[src/rtl/logic_unit_scheduler_if.sv]
// Request/response bundle for logic_unit_scheduler: two requester channels plus one response channel.
// Latency: none, signal grouping only.
// Backpressure: valid/ready on every channel; the master drives requests and rsp_ready, the slave (scheduler) drives readys and rsp_*.
// Ports: req0_*/req1_* (valid, ready, a, b, op), rsp_* (valid, ready, data, id, err).
interface logic_unit_scheduler_if #(
  parameter int WIDTH = 8
);
  logic             req0_valid;
  logic             req0_ready;
  logic [WIDTH-1:0] req0_a;
  logic [WIDTH-1:0] req0_b;
  logic [1:0]       req0_op;

  logic             req1_valid;
  logic             req1_ready;
  logic [WIDTH-1:0] req1_a;
  logic [WIDTH-1:0] req1_b;
  logic [1:0]       req1_op;

  logic             rsp_valid;
  logic             rsp_ready;
  logic [WIDTH-1:0] rsp_data;
  logic             rsp_id;
  logic             rsp_err;

  // Requester/consumer side.
  modport master (
    output req0_valid, req0_a, req0_b, req0_op,
    output req1_valid, req1_a, req1_b, req1_op,
    output rsp_ready,
    input  req0_ready, req1_ready,
    input  rsp_valid, rsp_data, rsp_id, rsp_err
  );

  // Scheduler side.
  modport slave (
    input  req0_valid, req0_a, req0_b, req0_op,
    input  req1_valid, req1_a, req1_b, req1_op,
    input  rsp_ready,
    output req0_ready, req1_ready,
    output rsp_valid, rsp_data, rsp_id, rsp_err
  );
endinterface

[src/rtl/logic_unit_scheduler.sv]
// Round-robin scheduler sharing one AND/OR logic unit between two requesters.
// Latency: 1 cycle from request accept to rsp_valid; one op in flight, so at most one op per 2 cycles.
// Backpressure: response held stable until rsp_ready; no request is accepted while a response is pending.
// Ports: clk, rst_n (async active-low), ena (grant enable), bus (slave modport: req0/req1/rsp channels),
//        busy (not IDLE), op_count (completed response handshakes, wraps at 256).
// Optional feature: define LOGIC_UNIT_SCHED_XOR_EN to enable XOR (op 10) and NAND (op 11);
// without it those ops complete with rsp_data = 0 and rsp_err = 1.
module logic_unit_scheduler #(
  parameter int WIDTH = 8
) (
  input  logic                        clk,
  input  logic                        rst_n,
  input  logic                        ena,
  logic_unit_scheduler_if.slave       bus,
  output logic                        busy,
  output logic [7:0]                  op_count
);

  localparam logic [0:0] ST_IDLE = 1'b0;
  localparam logic [0:0] ST_RESP = 1'b1;

  logic [0:0]       state;
  logic             last_grant;
  logic [WIDTH-1:0] rsp_data_q;
  logic             rsp_id_q;
  logic             rsp_err_q;

  logic             is_idle;
  logic             grant_vld;
  logic             grant_id;
  logic [WIDTH-1:0] sel_a;
  logic [WIDTH-1:0] sel_b;
  logic [1:0]       sel_op;
  logic [WIDTH-1:0] res_data;
  logic             res_err;

  assign is_idle = (state == ST_IDLE);

  // Arbitration: a lone requester wins outright; under contention the one
  // that did not win last time goes next. The granted requester is valid by
  // construction, so a grant is also an accept.
  always_comb begin
    grant_vld = is_idle && ena && (bus.req0_valid || bus.req1_valid);
    if (bus.req0_valid && bus.req1_valid) begin
      grant_id = ~last_grant;
    end else begin
      grant_id = ~bus.req0_valid;
    end
  end

  assign bus.req0_ready = grant_vld && !grant_id;
  assign bus.req1_ready = grant_vld &&  grant_id;

  // Operand mux feeding the shared unit.
  always_comb begin
    sel_a  = bus.req0_a;
    sel_b  = bus.req0_b;
    sel_op = bus.req0_op;
    if (grant_id) begin
      sel_a  = bus.req1_a;
      sel_b  = bus.req1_b;
      sel_op = bus.req1_op;
    end
  end

  // Shared logic unit, purely bitwise at WIDTH.
  always_comb begin
    res_data = '0;
    res_err  = 1'b0;
    case (sel_op)
      2'b00: res_data = sel_a & sel_b;
      2'b01: res_data = sel_a | sel_b;
`ifdef LOGIC_UNIT_SCHED_XOR_EN
      2'b10: res_data = sel_a ^ sel_b;
      default: res_data = ~(sel_a & sel_b);
`else
      default: begin
        res_data = '0;
        res_err  = 1'b1;
      end
`endif
    endcase
  end

  always_ff @(posedge clk or negedge rst_n) begin
    if (!rst_n) begin
      state      <= ST_IDLE;
      last_grant <= 1'b1;
      rsp_data_q <= '0;
      rsp_id_q   <= 1'b0;
      rsp_err_q  <= 1'b0;
      op_count   <= 8'd0;
    end else begin
      case (state)
        ST_IDLE: begin
          if (grant_vld) begin
            state      <= ST_RESP;
            last_grant <= grant_id;
            rsp_data_q <= res_data;
            rsp_id_q   <= grant_id;
            rsp_err_q  <= res_err;
          end
        end
        default: begin
          // ena is deliberately ignored here: a pending response always drains.
          if (bus.rsp_ready) begin
            state    <= ST_IDLE;
            op_count <= op_count + 8'd1;
          end
        end
      endcase
    end
  end

  // A response is pending exactly when the FSM sits in RESP.
  assign bus.rsp_valid = (state == ST_RESP);
  assign bus.rsp_data  = rsp_data_q;
  assign bus.rsp_id    = rsp_id_q;
  assign bus.rsp_err   = rsp_err_q;
  assign busy          = !is_idle;

endmodule

[src/flat_wrapper.sv]
// flat-port wrapper written by rule: the top's interface ports become plain ports
module logic_unit_scheduler_flat 
#(
  parameter int WIDTH = 8
)
  (clk, rst_n, ena, busy, op_count, bus_req0_valid, bus_req0_a, bus_req0_b, bus_req0_op, bus_req1_valid, bus_req1_a, bus_req1_b, bus_req1_op, bus_rsp_ready, bus_req0_ready, bus_req1_ready, bus_rsp_valid, bus_rsp_data, bus_rsp_id, bus_rsp_err);
  logic_unit_scheduler_if #(.WIDTH(WIDTH)) bus_i ();
  input  logic clk;
  input  logic rst_n;
  input  logic ena;
  output logic busy;
  output logic [7:0] op_count;
  input wire logic [$bits(bus_i.req0_valid)-1:0] bus_req0_valid;
  input wire logic [$bits(bus_i.req0_a)-1:0] bus_req0_a;
  input wire logic [$bits(bus_i.req0_b)-1:0] bus_req0_b;
  input wire logic [$bits(bus_i.req0_op)-1:0] bus_req0_op;
  input wire logic [$bits(bus_i.req1_valid)-1:0] bus_req1_valid;
  input wire logic [$bits(bus_i.req1_a)-1:0] bus_req1_a;
  input wire logic [$bits(bus_i.req1_b)-1:0] bus_req1_b;
  input wire logic [$bits(bus_i.req1_op)-1:0] bus_req1_op;
  input wire logic [$bits(bus_i.rsp_ready)-1:0] bus_rsp_ready;
  output wire logic [$bits(bus_i.req0_ready)-1:0] bus_req0_ready;
  output wire logic [$bits(bus_i.req1_ready)-1:0] bus_req1_ready;
  output wire logic [$bits(bus_i.rsp_valid)-1:0] bus_rsp_valid;
  output wire logic [$bits(bus_i.rsp_data)-1:0] bus_rsp_data;
  output wire logic [$bits(bus_i.rsp_id)-1:0] bus_rsp_id;
  output wire logic [$bits(bus_i.rsp_err)-1:0] bus_rsp_err;
  assign bus_i.req0_valid = bus_req0_valid;
  assign bus_i.req0_a = bus_req0_a;
  assign bus_i.req0_b = bus_req0_b;
  assign bus_i.req0_op = bus_req0_op;
  assign bus_i.req1_valid = bus_req1_valid;
  assign bus_i.req1_a = bus_req1_a;
  assign bus_i.req1_b = bus_req1_b;
  assign bus_i.req1_op = bus_req1_op;
  assign bus_i.rsp_ready = bus_rsp_ready;
  assign bus_req0_ready = bus_i.req0_ready;
  assign bus_req1_ready = bus_i.req1_ready;
  assign bus_rsp_valid = bus_i.rsp_valid;
  assign bus_rsp_data = bus_i.rsp_data;
  assign bus_rsp_id = bus_i.rsp_id;
  assign bus_rsp_err = bus_i.rsp_err;
  logic_unit_scheduler #(.WIDTH(WIDTH)) u_core (.clk(clk), .rst_n(rst_n), .ena(ena), .bus(bus_i), .busy(busy), .op_count(op_count));
endmodule
[config.mk]
export PLATFORM = sky130hd
export DESIGN_NAME = logic_unit_scheduler_flat
export DESIGN_NICKNAME = d
export VERILOG_FILES = /design/src/rtl/logic_unit_scheduler_if.sv /design/src/rtl/logic_unit_scheduler.sv /design/src/flat_wrapper.sv
export SDC_FILE = /design/constraint.sdc
export NUM_CORES = 1
export LEC_CHECK = 0
export CAP_MARGIN = 10
export CORE_UTILIZATION = 40
export CTS_CLUSTER_SIZE = 20
export DETAILED_ROUTE_END_ITERATION = 10
export PLACE_DENSITY = 0.95
export SETUP_SLACK_MARGIN = 0.1
export SYNTH_ARGS = -nofsm -noshare
export SYNTH_HDL_FRONTEND = slang
export SYNTH_SLANG_ARGS = --single-unit
[constraint.sdc]
create_clock -name clk -period 2.85 [get_ports clk]
set_input_delay 0.7125 -clock clk [delete_from_list [all_inputs] [get_ports clk]]
set_output_delay 0.7125 -clock clk [all_outputs]
set_load 0.05 [all_outputs]
* Word level (Yosys, flattened, before mapping)
Index checks and enable logic that the tools add are counted.
** Cells by class
- Bitwise operators :: 5
- $add $sub $neg :: 1
- Eq/ne operators :: 1
- Muxes and demuxes :: 9
- Reduce and logical (&&, ||, !) cells :: 11
** Operator list (count)
- $mux 8 :: 2
- $pmux 8 s2 :: 1
- $add 8x1->8 const B :: 1
- $and 8x8->8 :: 1
- $or 8x8->8 :: 1
- $logic_and 1x1->1 :: 5
- $mux 1 :: 5
- $reduce_and 2->1 :: 2
- $not 1->1 :: 3
- $eq 2x1->1 const B :: 1
- $logic_not 2->1 :: 1
- $mux 2 :: 1
- $reduce_or 2->1 :: 1
- $logic_not 1->1 :: 1
- $logic_or 1x1->1 :: 1
** Word-level totals
- Bits of input ports :: 42
- Register bits after elaboration :: 20

* Logic depth before layout (Yosys ltp)
- Depth in word-level cells :: 6
- Depth in mapped cells :: 5
- Gate-level depth less buffers :: 4

* Worst setup path after synthesis
Ideal clock, no wire load.
- Path kind :: input port to output port
- Start point :: in ena
- End point :: out bus_req1_ready
- Arrival :: 1.922 ns
- Stages :: 4
- Path slack :: 0.215 ns
- Cells stage by stage :: nor2b_4 -> o21ai_2 -> clkbuf_1 -> a21oi_1
** Between the ends
- Cells in the longest elaborated chain, start to end :: 3
** Ends and longest elaborated chain
- start, declared :: RTL line flat_wrapper.sv:10 : input logic ena;
- $logic_and 1x1->1 (2 in series) :: RTL line logic_unit_scheduler.sv:43 : grant_vld = is_idle && ena && (bus.req0_valid || bus.req1_valid);
- $logic_and 1x1->1 :: RTL line logic_unit_scheduler.sv:52 : assign bus.req1_ready = grant_vld && grant_id;
- end, declared :: RTL line flat_wrapper.sv:23 : output wire logic [$bits(bus_i.req1_ready)-1:0] bus_req1_ready;
Every way passes these cells.

* Worst setup path after layout
- Start point :: in bus_req1_valid
- End point :: out bus_req1_ready
** Between the ends
- Cells in the longest elaborated chain, start to end :: 3
- Elaborated cells between the ends (all ways) :: 5
- Classes of those cells :: mux (1); reduce/logical (4)
** Ends and longest elaborated chain
- start, declared :: RTL line flat_wrapper.sv:17 : input wire logic [$bits(bus_i.req1_valid)-1:0] bus_req1_valid;
- $logic_and 1x1->1 / $logic_or 1x1->1 (equally long branches) :: RTL line logic_unit_scheduler.sv:44, logic_unit_scheduler.sv:43
- $mux 1 / $logic_and 1x1->1 (equally long branches) :: RTL line logic_unit_scheduler.sv:44, logic_unit_scheduler.sv:43
- $logic_and 1x1->1 (*) :: RTL line logic_unit_scheduler.sv:52
Mark *: on every way between the ends. The rest lies on a longest branch, timed or not.

==> summary.md <==
| Metric | Value |
|---|---|
| Synth area leaders | `dfrtp_1, maj3_1, mux2i_1` |
| Post-synthesis sequential area ratio | `46.4%` |
| Root Buffer | `clkbuf_4` |
| Gate power share | `52.7%` |
| Capture point of the worst reg-to-reg path | `u_core.bus.rsp_err` |
| Core footprint | `0.00252 mm^2` |
| Antenna Nets Post-Route | `0` |
| Final min period | `2530 ps` |
| Die height | `54.0 um` |
| DRC violations left | `0` |
| WP data arrival | `1810 ps` |
| Reg2Reg Depth | `5` |
| FF/Latch Area | `502 um^2` |
| Cell taking the most area after synthesis | `dfrtp_1` |
| Reg2Reg Setup Slack | `1250 ps` |
| Routed vias/inst | `5.02` |
| Multi-input gate area | `549 um^2` |
| Yosys top cell area share | `44.0%` |
| Fraction of power consumed by the clock network | `12.9%` |
| Status | `complete, no violations` |
| Layout Cells excl Fill | `195` |
| CP startpoint kind | `input pin` |
| Internal power | `706 uW` |
| HPWL Detailed | `2060 um` |
| Share of layout cells above drive strength 1 | `7.88%` |
| Initial Util | `42.9%` |
| All-Layer GR Usage | `18.5%` |
| H-Tree Depth | `1` |
| WHS Endpoint | `u_core.op_count[7]` |
| CP endpoint kind | `output pin` |
| Clock sinks | `20` |
| Post-synth net total | `144` |
| Peak VDD IR | `0.591 mV` |
| Vias in the first global route | `928` |
| Synth cell types | `27` |
| Initial DRC Count | `9` |
| Synth Cell Area | `0.00108 mm^2` |
| Net Switching | `558 uW` |
| Pin count of the biggest net entering global routing | `21` |
| Max Transition Viols Final | `0` |
| Pleak | `0.755 nW` |
| FF-to-FF Start | `u_core.bus.rsp_valid` |
| Type of the most critical hold path | `reg2reg` |
| Die span in x | `54.0 um` |
| MaxCap Viol Count | `0` |
| Number of fillers in the final layout | `213` |
| Hold-fix buffers, CTS | `0` |
| Final Hold Fails | `0` |
| Clk Latency, worst-skew pair | `300 ps` |
| Clk pin slew, worst setup/hold paths | `110 ps` |
| CTS tree | `yes` |
| Drt wl/cell | `12.8 um` |
| Least-Margin Pin Slew | `872 ps` |
| Gr ovfl total | `0` |
| Synthesized instance count | `101` |
| Top Ports | `64` |
| Row Count | `18` |
| Die Area | `0.00291 mm^2` |
| Antenna cells | `0` |
| Worst path required time | `2140 ps` |
| P&R area growth vs syn | `64.8%` |
| Post-CTS Repair Setup Buffers | `0` |
| Cells after DPL | `191` |
| Sw frac | `44.2%` |
| RSZ-0062 raised after global routing | `no` |
| Routed vias | `978` |
| Post-CTS sizing | `0` |
| Slew HR | `41.7%` |
| Crit. Startpoint | `bus_req1_valid` |
| Global-route wire length before repair | `3820 um` |
| Post-detailed-routing wire length | `2490 um` |
| Hold depth | `1` |
| Final setup TNS | `0 ps` |
| # setup viols final | `0` |
| Syn Area/Cell | `10.7 um^2` |
| Seq pwr share | `34.4%` |
| Nets@finish | `209` |
| Tcrit/Tclk final | `88.6%` |
| Synth Register Bits | `20` |
| TritonRoute pass-1 iters | `3` |
| Power per cell area | `710 mW/mm^2` |
| Layout Skew | `4.65 ps` |
| Critical path class | `in2out` |
| Gpl congestion | `0.785` |
| Worst hold start | `u_core.op_count[7]` |
| TritonCTS Buffers | `3` |
| Worst-path fanout max | `5` |
| Initial antenna violation count | `0` |
| Yosys warning count | `0` |
| Fmax | `396 MHz` |
| Clock Tree Buf Depth | `2` |
| IO buf count | `63` |
[cells in the mapped netlist]
master    instances
nor2_1            3
nor2b_4           1
inv_1             3
buf_1             1
xnor2_1           5
a311o_4           1
o21ai_1           8
a31oi_1           1
clkbuf_1          2
nand2_1          14
o21ai_2           1
nand4_1           1
xor2_1            2
and3_1            2
dfrtp_1          19
nand2_2           1
a21boi_1          2
buf_4             1
ha_1              1
dfstp_2           1
mux2i_1           8
maj3_1           16
nand3_1           1
o21ai_0           1
nand2b_1          1
mux2_2            1
a21oi_1           3
[final cells by class]
class	count	share of cell area, %
well taps	30	2.11
clock buffers	4	2.04
inverters	3	0.632
flip-flops and latches	20	28.2
multi-input cells	74	30.8
repair buffers	64	36.2
[logic make-up after synthesis]
family	Yosys count	share of synthesized area, %
AO/OA/AOI/OAI	17	10.2
XOR/XNOR	7	5.67
adder cells (fa/ha/maj)	17	16.0
buffers and inverters	7	2.78
flip-flops	20	46.4
multiplexers	9	8.45
AND/OR/NAND/NOR	24	10.5
[power by group through the flow]
stage               Sequential [mW]  Combinational (mW)  Clock (mW)
global route                  0.447               0.704       0.176
CTS                           0.436               0.672       0.168
global placement              0.435               0.656           0
detailed placement            0.442               0.670           0
finish                        0.436               0.666       0.163
floorplan                     0.686               0.163           0
[through the flow]
step | total power [mW] | setup slack (ps) | hold slack (ps) | utilization (%) | instance area [um^2]
2_1_floorplan | 0.849 | 215 | 417 | - | 1080
4_1_cts | 1.28 | 321 | 500 | 70.6 | 1780
3_3_place_gp | 1.09 | 388 | 460 | 69.2 | 1750
3_5_place_dp | 1.11 | 328 | 485 | 69.2 | 1750
6_report | 1.26 | 325 | 491 | 70.6 | 1780
5_1_grt | 1.33 | 251 | 517 | 70.6 | 1780
[flip-flops by register name, indices dropped and copies added (netlist names)]
name                  flops
u_core.bus.rsp_valid      1
u_core.last_grant         1
u_core.bus.rsp_id         1
u_core.op_count           8
u_core.bus.rsp_err        1
u_core.bus.rsp_data       8
[critical path: stages]
cell,delay [ps]
clkdlybuf4s50_1,520
nand2b_1,160
a21oi_1,190
buf_4,220
[how the worst max path moves through the flow]
stage	cells past startpoint	slack, ps	to
after floorplan	4	220	bus_req1_ready
after global placement	4	390	bus_req0_ready
after detailed placement	4	330	bus_req0_ready
after CTS	4	320	bus_req1_ready
after global routing	4	250	bus_req1_ready
final	4	320	bus_req1_ready
[cells in the final DEF, fill, tap and decap left out, types with 3 or more instances in the layout]
master | Yosys | routed
mux2i_1 | 8 | 8
inv_1 | 3 | 3
o21ai_1 | 8 | 8
a21oi_1 | 3 | 3
dfrtp_1 | 19 | 19
clkdlybuf4s50_1 | 0 | 61
nor2_1 | 3 | 3
xnor2_1 | 5 | 5
clkbuf_4 | 0 | 3
maj3_1 | 16 | 16
nand2_1 | 14 | 14
[layer usage]
metal  up-vias  GRT usage, %  share of wire, %
met5         -             0                 0
met4         0          8.55              0.48
met3         2          5.08                10
met2        51          35.6                53
met1       448          18.0                36
li1        477             -                 -
(Power assumes the default switching activity.)
